===== src/rtl/ifu_pkg.sv =====
// Shared widths, fetch-entry layout and alignment mask
// for the instruction fetch unit.
package ifu_pkg;
   localparam int DW    = 64;
   localparam int IW    = 32;
   localparam int MW    = 64;
   localparam int DEPTH = 2;

   localparam logic [DW-1:0] ALIGN_MASK = {{(DW-3){1'b1}}, 3'b000};

   typedef struct packed {
      logic [IW-1:0] inst;
      logic [DW-1:0] pc;
      logic          misalign;
   } fetch_entry_t;

   localparam int ENTRY_W = $bits(fetch_entry_t);
endpackage


===== src/rtl/ifu_fetch_if.sv =====
// Fetch-unit bus: PC stream in, memory request/response,
// instruction stream out. master = fetch unit side.
interface ifu_fetch_if;
   import ifu_pkg::*;

   logic          fa_valid;
   logic          fa_ready;
   logic [DW-1:0] fa_pc;
   logic          flush;
   logic          imem_req_valid;
   logic          imem_req_ready;
   logic [DW-1:0] imem_req_addr;
   logic          imem_rsp_valid;
   logic [MW-1:0] imem_rsp_data;
   logic          inst_valid;
   logic          inst_ready;
   logic [IW-1:0] inst;
   logic [DW-1:0] inst_pc;
   logic          inst_misalign;

   modport master (
      input  fa_valid, fa_pc, flush,
      input  imem_req_ready, imem_rsp_valid, imem_rsp_data,
      input  inst_ready,
      output fa_ready, imem_req_valid, imem_req_addr,
      output inst_valid, inst, inst_pc, inst_misalign
   );

   modport slave (
      output fa_valid, fa_pc, flush,
      output imem_req_ready, imem_rsp_valid, imem_rsp_data,
      output inst_ready,
      input  fa_ready, imem_req_valid, imem_req_addr,
      input  inst_valid, inst, inst_pc, inst_misalign
   );
endinterface


===== src/rtl/ifu_fifo.sv =====
// Small synchronous FIFO with synchronous clear.
// Push while full is only honoured together with a pop.
module ifu_fifo #(
   parameter int W     = 8,
   parameter int DEPTH = 2
) (
   input  logic                   clk,
   input  logic                   rst,
   input  logic                   clr,
   input  logic                   push,
   input  logic [W-1:0]           din,
   input  logic                   pop,
   output logic [W-1:0]           dout,
   output logic                   full,
   output logic                   empty,
   output logic [$clog2(DEPTH):0] count
);
   localparam int AW = $clog2(DEPTH);

   logic [W-1:0]  mem [DEPTH];
   logic [AW-1:0] wr_ptr;
   logic [AW-1:0] rd_ptr;
   logic          do_push;
   logic          do_pop;

   assign empty   = (count == '0);
   assign full    = (count == (AW+1)'(DEPTH));
   assign do_pop  = pop & ~empty;
   assign do_push = push & (~full | do_pop);
   assign dout    = mem[rd_ptr];

   always_ff @(posedge clk or posedge rst) begin
      if (rst) begin
         wr_ptr <= '0;
         rd_ptr <= '0;
         count  <= '0;
      end else if (clr) begin
         wr_ptr <= '0;
         rd_ptr <= '0;
         count  <= '0;
      end else begin
         if (do_push) wr_ptr <= wr_ptr + AW'(1);
         if (do_pop)  rd_ptr <= rd_ptr + AW'(1);
         count <= count + (AW+1)'(do_push)
                        - (AW+1)'(do_pop);
      end
   end

   always_ff @(posedge clk) begin
      if (do_push && !clr) mem[wr_ptr] <= din;
   end
endmodule


===== src/rtl/ifu_fetch.sv =====
// Instruction fetch unit: credit-limited in-order reads,
// PC-tagged instruction buffer, wrong-path drop on flush.
module ifu_fetch #(
   parameter int DEPTH = ifu_pkg::DEPTH
) (
   input logic         clk,
   input logic         rst,
   ifu_fetch_if.master bus
);
   import ifu_pkg::*;

   localparam int CW = $clog2(DEPTH) + 1;

   logic [CW-1:0] inflight_q;
   logic [CW-1:0] drop_q;
   logic [CW-1:0] out_count;
   logic [CW-1:0] pcq_count;
   logic          pcq_full;
   logic          pcq_empty;
   logic          out_full;
   logic          out_empty;
   logic [DW-1:0] rsp_pc;
   fetch_entry_t  out_din;
   fetch_entry_t  out_dout;
   fetch_entry_t  hold_q;
   fetch_entry_t  cur;
   logic          has_credit;
   logic          req_ok;
   logic          fa_fire;
   logic          rsp;
   logic          out_push;
   logic          out_pop;
   logic          unused_ok;

   // credits come from registered state only
   assign has_credit = ({1'b0, inflight_q} + {1'b0, out_count})
                       < (CW+1)'(DEPTH);
   assign req_ok     = has_credit & ~bus.flush & ~rst;

   assign bus.imem_req_valid = bus.fa_valid & req_ok;
   assign bus.fa_ready       = bus.imem_req_ready & req_ok;
   assign bus.imem_req_addr  = bus.fa_pc & ALIGN_MASK;

   assign fa_fire  = bus.fa_valid & bus.fa_ready;
   assign rsp      = bus.imem_rsp_valid;
   assign out_push = rsp & (drop_q == '0) & ~bus.flush;
   assign out_pop  = bus.inst_valid & bus.inst_ready;

   always_comb begin
      out_din          = '0;
      out_din.inst     = rsp_pc[2] ? bus.imem_rsp_data[63:32]
                                   : bus.imem_rsp_data[31:0];
      out_din.pc       = rsp_pc;
      out_din.misalign = |rsp_pc[1:0];
   end

   ifu_fifo #(.W(DW), .DEPTH(DEPTH)) u_pcq (
      .clk   (clk),
      .rst   (rst),
      .clr   (1'b0),
      .push  (fa_fire),
      .din   (bus.fa_pc),
      .pop   (rsp),
      .dout  (rsp_pc),
      .full  (pcq_full),
      .empty (pcq_empty),
      .count (pcq_count)
   );

   ifu_fifo #(.W(ENTRY_W), .DEPTH(DEPTH)) u_outq (
      .clk   (clk),
      .rst   (rst),
      .clr   (bus.flush),
      .push  (out_push),
      .din   (out_din),
      .pop   (out_pop),
      .dout  (out_dout),
      .full  (out_full),
      .empty (out_empty),
      .count (out_count)
   );

   always_ff @(posedge clk or posedge rst) begin
      if (rst) begin
         inflight_q <= '0;
         drop_q     <= '0;
         hold_q     <= '0;
      end else begin
         inflight_q <= inflight_q + CW'(fa_fire) - CW'(rsp);
         // everything still outstanding after the flush is wrong-path
         if (bus.flush)
            drop_q <= inflight_q - CW'(rsp);
         else if (rsp && drop_q != '0)
            drop_q <= drop_q - CW'(1);
         if (out_pop) hold_q <= out_dout;
      end
   end

   assign cur               = out_empty ? hold_q : out_dout;
   assign bus.inst_valid    = ~out_empty;
   assign bus.inst          = cur.inst;
   assign bus.inst_pc       = cur.pc;
   assign bus.inst_misalign = cur.misalign;

   assign unused_ok = ^{pcq_full, pcq_empty, pcq_count, out_full};

   a_rsp_inflight: assert property (
      @(posedge clk) disable iff (rst)
      rsp |-> (inflight_q != '0));

   a_inst_stable: assert property (
      @(posedge clk) disable iff (rst)
      (bus.inst_valid && !bus.inst_ready && !bus.flush)
      |=> ($stable(bus.inst) && $stable(bus.inst_pc)));
endmodule


===== src/flat_wrapper.sv =====
// flat-port wrapper written by rule: the top's interface ports become plain ports
module ifu_fetch_flat import ifu_pkg::*;
#(
   parameter int DEPTH = ifu_pkg::DEPTH
)
  (clk, rst, bus_fa_valid, bus_fa_pc, bus_flush, bus_imem_req_ready, bus_imem_rsp_valid, bus_imem_rsp_data, bus_inst_ready, bus_fa_ready, bus_imem_req_valid, bus_imem_req_addr, bus_inst_valid, bus_inst, bus_inst_pc, bus_inst_misalign);
  ifu_fetch_if bus_i ();
  input logic clk;
  input logic rst;
  input wire logic [$bits(bus_i.fa_valid)-1:0] bus_fa_valid;
  input wire logic [$bits(bus_i.fa_pc)-1:0] bus_fa_pc;
  input wire logic [$bits(bus_i.flush)-1:0] bus_flush;
  input wire logic [$bits(bus_i.imem_req_ready)-1:0] bus_imem_req_ready;
  input wire logic [$bits(bus_i.imem_rsp_valid)-1:0] bus_imem_rsp_valid;
  input wire logic [$bits(bus_i.imem_rsp_data)-1:0] bus_imem_rsp_data;
  input wire logic [$bits(bus_i.inst_ready)-1:0] bus_inst_ready;
  output wire logic [$bits(bus_i.fa_ready)-1:0] bus_fa_ready;
  output wire logic [$bits(bus_i.imem_req_valid)-1:0] bus_imem_req_valid;
  output wire logic [$bits(bus_i.imem_req_addr)-1:0] bus_imem_req_addr;
  output wire logic [$bits(bus_i.inst_valid)-1:0] bus_inst_valid;
  output wire logic [$bits(bus_i.inst)-1:0] bus_inst;
  output wire logic [$bits(bus_i.inst_pc)-1:0] bus_inst_pc;
  output wire logic [$bits(bus_i.inst_misalign)-1:0] bus_inst_misalign;
  assign bus_i.fa_valid = bus_fa_valid;
  assign bus_i.fa_pc = bus_fa_pc;
  assign bus_i.flush = bus_flush;
  assign bus_i.imem_req_ready = bus_imem_req_ready;
  assign bus_i.imem_rsp_valid = bus_imem_rsp_valid;
  assign bus_i.imem_rsp_data = bus_imem_rsp_data;
  assign bus_i.inst_ready = bus_inst_ready;
  assign bus_fa_ready = bus_i.fa_ready;
  assign bus_imem_req_valid = bus_i.imem_req_valid;
  assign bus_imem_req_addr = bus_i.imem_req_addr;
  assign bus_inst_valid = bus_i.inst_valid;
  assign bus_inst = bus_i.inst;
  assign bus_inst_pc = bus_i.inst_pc;
  assign bus_inst_misalign = bus_i.inst_misalign;
  ifu_fetch #(.DEPTH(DEPTH)) u_core (.clk(clk), .rst(rst), .bus(bus_i));
endmodule

===== config.mk =====
export PLATFORM = sky130hd
export DESIGN_NAME = ifu_fetch_flat
export DESIGN_NICKNAME = d
export VERILOG_FILES = /design/src/rtl/ifu_pkg.sv /design/src/rtl/ifu_fetch_if.sv /design/src/rtl/ifu_fifo.sv /design/src/rtl/ifu_fetch.sv /design/src/flat_wrapper.sv
export SDC_FILE = /design/constraint.sdc
export NUM_CORES = 1
export LEC_CHECK = 0
export ABC_AREA = 1
export BUFFER_PORTS_ARGS = -buffer_cell sky130_fd_sc_hd__buf_2
export CORE_MARGIN = 5
export CORE_UTILIZATION = 45
export CTS_BUF_LIST = sky130_fd_sc_hd__clkbuf_4
export DETAILED_ROUTE_END_ITERATION = 8
export HOLD_SLACK_MARGIN = 0.06
export PLACE_DENSITY_LB_ADDON = 0.25
export SYNTH_ARGS = -nofsm -noshare
export SYNTH_HDL_FRONTEND = slang
export SYNTH_SLANG_ARGS = --single-unit

===== constraint.sdc =====
create_clock -name clk -period 8.6 [get_ports clk]
set_input_delay 1.72 -clock clk [delete_from_list [all_inputs] [get_ports clk]]
set_output_delay 1.72 -clock clk [all_outputs]
set_load 0.03 [all_outputs]

==> run_results.csv <==
group,metric,value,unit
timing,setup-violations-final,0,
floorplan,rows,73,
critical_path,worst_path_most_repeated_cell,"nand2_1",
run,cap_violations,0,
critical_path,end_kind,"output port",
critical_path,startpoint_type,"flop",
grt,grt_pass1_vias,12288,
placed_design,dpl.hpwl,24100,µm
grt,grt_util_all_layers,18.0,%
pwr,pwr-share-comb,41.8,%
grt,grt-ovfl-total,0,
min_path,holdPathEnd,"u_core.u_pcq.wr_ptr",
timing,rsz0062_at_grt,"no",
yosys,yosys_warnings,0,
clocking,tritoncts,"built",
routing,wl_per_cell,15.4,µm
yosys,seq_area_frac_synth,68.4,%
timing,worstMarginPinSlew,1.22,ns
pwr,sequentialPowerShare,35.5,%
critical_path,path_class,"reg -> out",
floorplan,boundaryPins,299,
final_layout,seqCellArea,12400,µm²
clocking,cts_made_buffers,111,
critical_path,cp.arrival,3.29,ns
final_layout,fin_util,52.6,%
pwr,p_int,0.00454,W
critical_path,crit_required,6.88,ns
yosys,netlist_top_cells_area,"edfxtp_1 53%, nand2_1 16%, dfrtp_1 15%",
clocking,hold_buffers,0,
critical_path,slowest_stage,"inv_4",
floorplan,die_w,211,µm
critical_path,rr_startpoint,"u_core.u_outq.count[1]",
final_layout,multi_input_area,4320,µm²
yosys,yosysTopAreaCellShare,53.4,%
yosys,synth_area,18100,µm²
clocking,cts_setup_buffers,0,
pwr,p_leak,9.31,nW
clocking,ctsHtreeMaxLevel,3,
routing,dr.first_iter.drc_count,610,
timing,period_share,58.2,%
floorplan,die_area,44400,µm²
critical_path,rr_endpoint,"u_core.hold_q[0]",
floorplan,initial_core_util,45.5,%
grt,grt_max_degree,121,
clocking,clkLatencyLatePin,0.78,ns
grt,antenna_found_initial,1,
pwr,p_total,0.00802,W
clocking,root_buffer,"clkbuf_4",
placed_design,gp_congestion,0.800,
timing,period_minus_slack,5.01,ns
critical_path,cp_slowest_stage_delay,0.91,ns
pwr,max-vdd-ir-drop,225,µV
critical_path,r2r_slack,4.69,ns
min_path,hold_path.class,"reg -> reg",
routing,drc,0,
timing,finClkSkew,0.0364,ns
floorplan,die_h,211,µm
final_layout,drive_gt1_share,24.7,%
yosys,synth.distinct_cells,27,
clocking,cts.reportedPaths.clkPinSlew,0.06,ns
min_path,hold_depth,2,
routing,postRouteAntennaNets,0,
pwr,switching_power,0.00348,W
pwr,clkPwrFrac,22.7,%
timing,fmax,0.200,GHz
critical_path,critPathMaxFanout,99,
clocking,cts_sinks,431,
yosys,ys_seq_elements,431,
outcome,status,"finished clean",
final_layout,fillers,3622,
clocking,cts-resized-gates,0,
pwr,switching_share,43.4,%
routing,viasPerCell,4.72,
placed_design,numPortBuffers,295,
routing,totalWireLength,40400,µm
min_path,min_from,"u_core.u_pcq.wr_ptr",
yosys,syn_avg_cell_area,10.5,µm²
critical_path,crit_chain,"inv_4 > nand2_1 > nand2_1 > nand2_1 > o21ai_0 > buf_2",
routing,dr.pass1.iters,5,
floorplan,core_area,39800,µm²
timing,worst_hold_slack,0.477,ns
final_layout,nets,2143,
critical_path,rr_worst_depth,7,
pwr,powerDensity,383,nW/µm²
routing,via_count,12398,
final_layout,syn_to_final_growth,15.6,%
yosys,netlist_instances,1731,
clocking,clockBufferDepth,3,
grt,grt_first_pass_wirelength,63700,µm
timing,fin_setup_tns,0,ns
timing,finalMaxSlewViolations,0,
timing,final-hold-violation-count,0,
yosys,synth_top_area_cell,"edfxtp_1",
timing,relSlewSlack,18.9,%
[worst max-delay path: cells and delay by family (launching register included)]
kind                   cells  cell delay, ns
buffers and inverters      2            1.19
flip-flops                 1            0.72
AND/OR/NAND/NOR            3            0.32
AO/OA/AOI/OAI              1            0.18
[cells in the final DEF, fill, tap and decap left out]
master / count
nand3b_1: 2
clkinv_4: 1
buf_2: 295
inv_1: 115
ha_1: 6
nand2_8: 1
clkinv_1: 13
nor3_1: 1
o21ai_1: 71
a21oi_1: 3
clkinv_2: 3
o21ai_0: 127
nand3_1: 38
clkbuf_4: 189
buf_4: 11
dfrtp_4: 1
nand2_4: 1
nor2_2: 1
diode_2: 2
dfrtp_1: 107
clkinvlp_4: 1
edfxtp_1: 322
inv_6: 1
inv_4: 3
fa_1: 1
nand4_1: 3
bufinv_16: 1
conb_1: 3
nor2_1: 9
dfrtp_2: 1
inv_2: 5
nand2_1: 753
or2_2: 1
nor2_4: 2
nand2_2: 1
xor2_1: 5
[power by group through the flow]
| stage | Combinational [W] | Sequential, W | Clock (W) |
|---|---|---|---|
| 2_1_floorplan | 0.00250 | 0.00282 | 0 |
| 3_3_place_gp | 0.00335 | 0.00288 | 0 |
| 3_5_place_dp | 0.00340 | 0.00289 | 0 |
| 4_1_cts | 0.00341 | 0.00285 | 0.00189 |
| 5_1_grt | 0.00372 | 0.00288 | 0.00200 |
| 6_report | 0.00336 | 0.00284 | 0.00182 |
[routing by layer]
| layer | global-route usage [%] | routed length (µm) | up-vias | part of all wire [%] |
|---|---|---|---|---|
| li1 | - | - | 6221 | - |
| met1 | 23.9 | 18000 | 5736 | 45 |
| met2 | 29.6 | 19100 | 400 | 47 |
| met3 | 4.07 | 2690 | 41 | 6.7 |
| met4 | 6.19 | 619 | 0 | 1.5 |
| met5 | 0 | 0 | - | 0 |
[area by class of cell]
type	instances	area share [%]
antenna	2	0.0239
clock inverter	21	0.561
multi-input combinational	1029	20.6
clock buffer	189	6.77
tap	525	3.14
sequential	431	59.2
inverter	122	2.25
timing repair buffer	306	7.44
[stage by stage]
step	std cells	setup slack, ns	instance area [µm²]
after floorplan	1733	1.79	18100
after global placement	2413	4.33	19400
after detailed placement	2413	4.34	19400
after CTS	2623	3.45	20900
after global routing	2624	3.27	20900
final	2625	3.59	20900
[state kept, by name, summed over array words and instances (netlist names)]
| name | flops |
|---|---|
| u_core.u_pcq.wr_ptr | 1 |
| u_core.u_outq.mem | 194 |
| u_core.u_pcq.rd_ptr | 1 |
| u_core.hold_q | 97 |
| u_core.u_outq.count | 2 |
| u_core.u_outq.wr_ptr | 1 |
| u_core.inflight_q | 2 |
| u_core.u_outq.rd_ptr | 1 |
| u_core.u_pcq.mem | 128 |
| u_core.drop_q | 2 |
| u_core.u_pcq.count | 2 |
[kinds of logic (layout without fill, tap and decap cells)]
kind of cell / Yosys count / in the layout / synth area share [%]
fa+ha+maj: 7 / 7 / 0.525
simple gates: 813 / 813 / 17.3
other cells: 1 / 5 / 0.0207
xor+xnor: 5 / 5 / 0.242
buf+inv: 273 / 638 / 7.91
flops: 431 / 431 / 68.4
compound gates: 201 / 201 / 5.55
[worst max path at each step]
stage,start,to,slack [ns],cells after the start
global route,u_core.u_outq.rd_ptr,bus_inst_pc[8],3.27,6
floorplan,bus_flush,u_core.u_outq.mem[1][0],1.79,4
detailed placement,bus_imem_rsp_valid,u_core.u_outq.mem[1][79],4.34,7
CTS,u_core.u_outq.rd_ptr,bus_inst_pc[47],3.45,6
global placement,u_core.u_outq.rd_ptr,bus_inst_pc[47],4.33,6
finish,u_core.u_outq.rd_ptr,bus_inst_pc[50],3.59,6
[cell usage after synthesis (all sizes together)]
master,n
nand2,756
nor3,1
a21oi,3
nor2,12
clkbuf,26
fa,1
ha,6
xor2,5
dfrtp,109
o21ai,198
edfxtp,322
buf,125
nand4,3
nand3,38
conb,1
or2,1
nand3b,2
inv,122
No activity file was read; power rests on OpenSTA's default activity.
